$ cat config.mk
export PLATFORM = sky130hd
export DESIGN_NAME = comb_exp_table
export DESIGN_NICKNAME = d
export VERILOG_FILES = /design/src/rtl/comb_vec_checker_pkg.sv /design/src/rtl/comb_exp_table.sv
export SDC_FILE = /design/constraint.sdc
export NUM_CORES = 1
export LEC_CHECK = 0
export ABC_AREA = 1
export BUFFER_PORTS_ARGS = -buffer_cell sky130_fd_sc_hd__buf_2
export CAP_MARGIN = 20
export CORE_UTILIZATION = 33
export DETAILED_ROUTE_END_ITERATION = 8
export PLACE_DENSITY_LB_ADDON = 0.25
export SYNTH_ARGS = -nofsm -noshare
export SYNTH_HDL_FRONTEND = slang
export SYNTH_SLANG_ARGS = --single-unit
$ cat constraint.sdc
create_clock -name clk -period 0.85 [get_ports clk]
set_input_delay 0.0425 -clock clk [delete_from_list [all_inputs] [get_ports clk]]
set_output_delay 0.0425 -clock clk [all_outputs]
set_load 0.01 [all_outputs]
$ cat src/rtl/comb_vec_checker_pkg.sv
// Shared types and default sizes for the comb_vec_checker stimulus/compare stage.
// Feature macro: STOP_ON_FAIL_EN (end the sweep on the first mismatch).
package comb_chk_pkg;

    localparam int N_IN_DEF  = 3;
    localparam int N_VEC_DEF = 8;
    localparam int CW_DEF    = $clog2(N_VEC_DEF + 1);
    localparam int SETTLE_W  = 4;

    typedef enum logic [2:0] {
        IDLE,
        DRIVE,
        WAIT,
        SAMPLE,
        DONE
    } state_t;

endpackage

$ cat src/rtl/comb_exp_table.sv
// Expected-output table: N_VEC x 1 register file, one write port,
// one combinational read port, cleared by reset.
module comb_exp_table
    import comb_chk_pkg::*;
#(
    parameter int N_IN  = N_IN_DEF,
    parameter int N_VEC = N_VEC_DEF
) (
    input  logic            clk,
    input  logic            rst_n,
    input  logic            we,
    input  logic [N_IN-1:0] waddr,
    input  logic            wdin,
    input  logic [N_IN-1:0] raddr,
    output logic            rdata
);
    logic [N_VEC-1:0] mem;

    always_ff @(posedge clk or negedge rst_n) begin
        if (!rst_n)
            mem <= '0;
        else if (we)
            mem[waddr] <= wdin;
    end

    assign rdata = mem[raddr];
endmodule

==> flow_summary.json <==
{
  "worst_pin_slew_ns": 0.211,
  "setup_tns_ns": -0.280,
  "finalCritPeriodShare": 1.33,
  "ir_drop_v": 0.000552,
  "final_util": 0.469,
  "top_regs": "mem: 8 flops",
  "violations": "setup timing",
  "cp_cell_sequence": "inv_1 > nand2_1 > nand3_1 > nand2_1 > nand2_1 > nand2_1 > buf_2",
  "fmax_mhz": 885,
  "hold_class": "in -> reg",
  "setup_viol": 1,
  "ys.flop_type": "dfrtp_1",
  "cts_made_buffers": 3,
  "pwr_density_cell_nw_per_um2": 1770,
  "grt_pass1_wl_mm": 1.41,
  "antenna_found_initial": 0,
  "start_util": 0.356,
  "crit_slowest_cell": "dfrtp_1",
  "drive_gt1_frac": 0.258,
  "via_per_inst": 4.36,
  "antenna_cells": 0,
  "crit_required_ns": 0.81,
  "arrival_ns": 1.09,
  "ys_seq_area_frac": 0.432,
  "cts_tree": "built",
  "synth_edf_count": 0,
  "finalWirelength_microns": 897,
  "finClkSkew_ns": 0,
  "synth.avg_cell_area_sq_um": 6.61,
  "reg2reg_from": "mem[4]",
  "postSynth.asyncResetShare": 1.00,
  "synth_area_leader_cell": "dfrtp_1",
  "worstSetupPathType": "reg -> out",
  "io_buffers": 10,
  "final_antenna_net_count": 0,
  "hold_path.startpoint": "wdin",
  "cts.htree.levels": 1,
  "insertion_delay_ns": 0.25,
  "grt_setup_unrepaired": "yes",
  "routabilityCongestion": 0.622,
  "die_area_sq_um": 1560,
  "largest_register_ffs": 8,
  "crit_path_start": "mem[6]",
  "cp_max_fo": 2,
  "crit_buf_inv": 2,
  "die_y_microns": 39.5,
  "gr-total-overflow": 0,
  "grt_pass1_vias": 374,
  "clkTransAtPathRegs_ns": 0.05,
  "synth.most_common_cell": "nand2_1",
  "grt_max_degree": 9,
  "final_max_slew_viol_count": 0,
  "synth-seq-cells": 8,
  "cpMostUsedCell": "nand2_1",
  "regMostFlops": "mem",
  "synthTopCellsByArea": "dfrtp_1 43%, nand2_1 23%, inv_1 13%, nand3_1 5.4%, o21ai_1 5.4%",
  "grt_usage": 0.141,
  "clock_path_buffers": 2,
  "vias": 453,
  "yosysTopAreaCellShare": 0.432,
  "cellLeakagePower_nw": 0.352,
  "drc": 0,
  "synthTopCellsByCount": "28 x nand2_1, 16 x inv_1, 8 x dfrtp_1, 5 x nand3_1, 5 x o21ai_1",
  "core_sq_um": 1300,
  "area.growth.synth_to_final_pct": 31.9,
  "numClockSinks": 8,
  "layout_min_cycle_time_ns": 1.13,
  "drt_iter0_drc": 12,
  "status": "finished, violations left",
  "syn_area_sq_um": 463,
  "yosysUniqueCellTypes": 9,
  "cp-end-kind": "output port",
  "cp-start-kind": "register",
  "hold_viol": 0,
  "max_stage_delay_ns": 0.37,
  "rows": 13,
  "root_buffer": "clkbuf_4",
  "hold_ws_ns": 0.0152,
  "fin_ws_ns": -0.280,
  "routedWlPerCell_microns": 8.63,
  "firstDrtPassIters": 4,
  "die_w_microns": 39.5,
  "synth_nets": 80,
  "power_mw": 1.08,
  "num_io_pins": 11,
  "max_slew_margin": 0.859,
  "finalNetCount": 101,
  "ys_warn_count": 0,
  "crit_family": "flip-flops",
  "cap_violations": 0,
  "synth_cells": 70,
  "hpwlAfterDp_microns": 682
}
==> tightest hold or removal path, delay by kind of cell <==
family                 cells  cell delay (ns)
AO/OA/AOI/OAI              1             0.06
buffers and inverters      1             0.09
AND/OR/NAND/NOR            1             0.04
==> stage by stage <==
stage / std cells / area, sq um / setup WS, ns
6_report: 104 / 611 / -0.280
2_1_floorplan: 70 / 463 / 0.138
5_1_grt: 104 / 611 / -0.395
3_3_place_gp: 96 / 539 / -0.00617
4_1_cts: 101 / 579 / -0.269
3_5_place_dp: 96 / 539 / -0.000878
==> cell type report <==
type | count | area (sq um)
Inverter | 16 | 60.1
Multi-Input combinational cell | 46 | 208
Fill cell | 139 | 691
Timing Repair Buffer | 16 | 101
Clock buffer | 3 | 22.5
Sequential cell | 8 | 200
Tap cell | 15 | 18.8
==> metal layers <==
layer	GRT usage	vias up	wire, microns	share of wire
li1	-	248	-	-
met1	0.181	187	427	0.48
met2	0.201	16	423	0.47
met3	0.0341	2	37	0.041
met4	0.103	0	8	0.0089
met5	0	-	0	0
==> final timing paths <==
kind / depth (start not counted) / endpoint / slack, ns
setup reg to reg: 4 / mem[4] / 0
max in group asynchronous: 2 / mem[6] / 0.54
hold / removal: 3 / mem[7] / 0.02
setup / recovery: 7 / rdata / -0.28
hold reg to reg: 2 / mem[1] / 0.48
min in group asynchronous: 2 / mem[0] / 0.15
==> where the power goes <==
part / leakage, nW / switching, mW / internal [mW]
logic: 0.238 / 0.148 / 0.157
registers: 0.100 / 0.0369 / 0.454
clock network: 0.0138 / 0.126 / 0.161
total: 0.352 / 0.311 / 0.772
==> layout by cell type (no fill, tap or decap) <==
cell type and instances:
nand3_1 5, inv_1 15, clkbuf_4 3, buf_4 4
nor3_2 1, dfrtp_1 8, dlygate4sd3_1 1, o21ai_1 6
buf_2 10, nand2_2 2, nand2_1 26, nor2_1 3
inv_2 1, o21ai_0 2, buf_6 1, nor2_4 1
==> kinds of logic after synthesis <==
logic type / after synthesis / synth area share
AO/OA/AOI/OAI: 8 / 0.0865
flip-flops: 8 / 0.432
AND/OR/NAND/NOR: 38 / 0.351
buffers and inverters: 16 / 0.130
==> repair_timing <==
| item | in CTS | in global routing |
|---|---|---|
| cloned | 0 | 0 |
| setup buffers | 1 | 3 |
| endpoints found under the hold margin | 8 | 0 |
| hold buffers | 1 | 0 |
| setup endpoints to repair | 1 | 1 |
| resized for setup | 1 | 4 |
No activity file was read; power rests on OpenSTA's default activity.
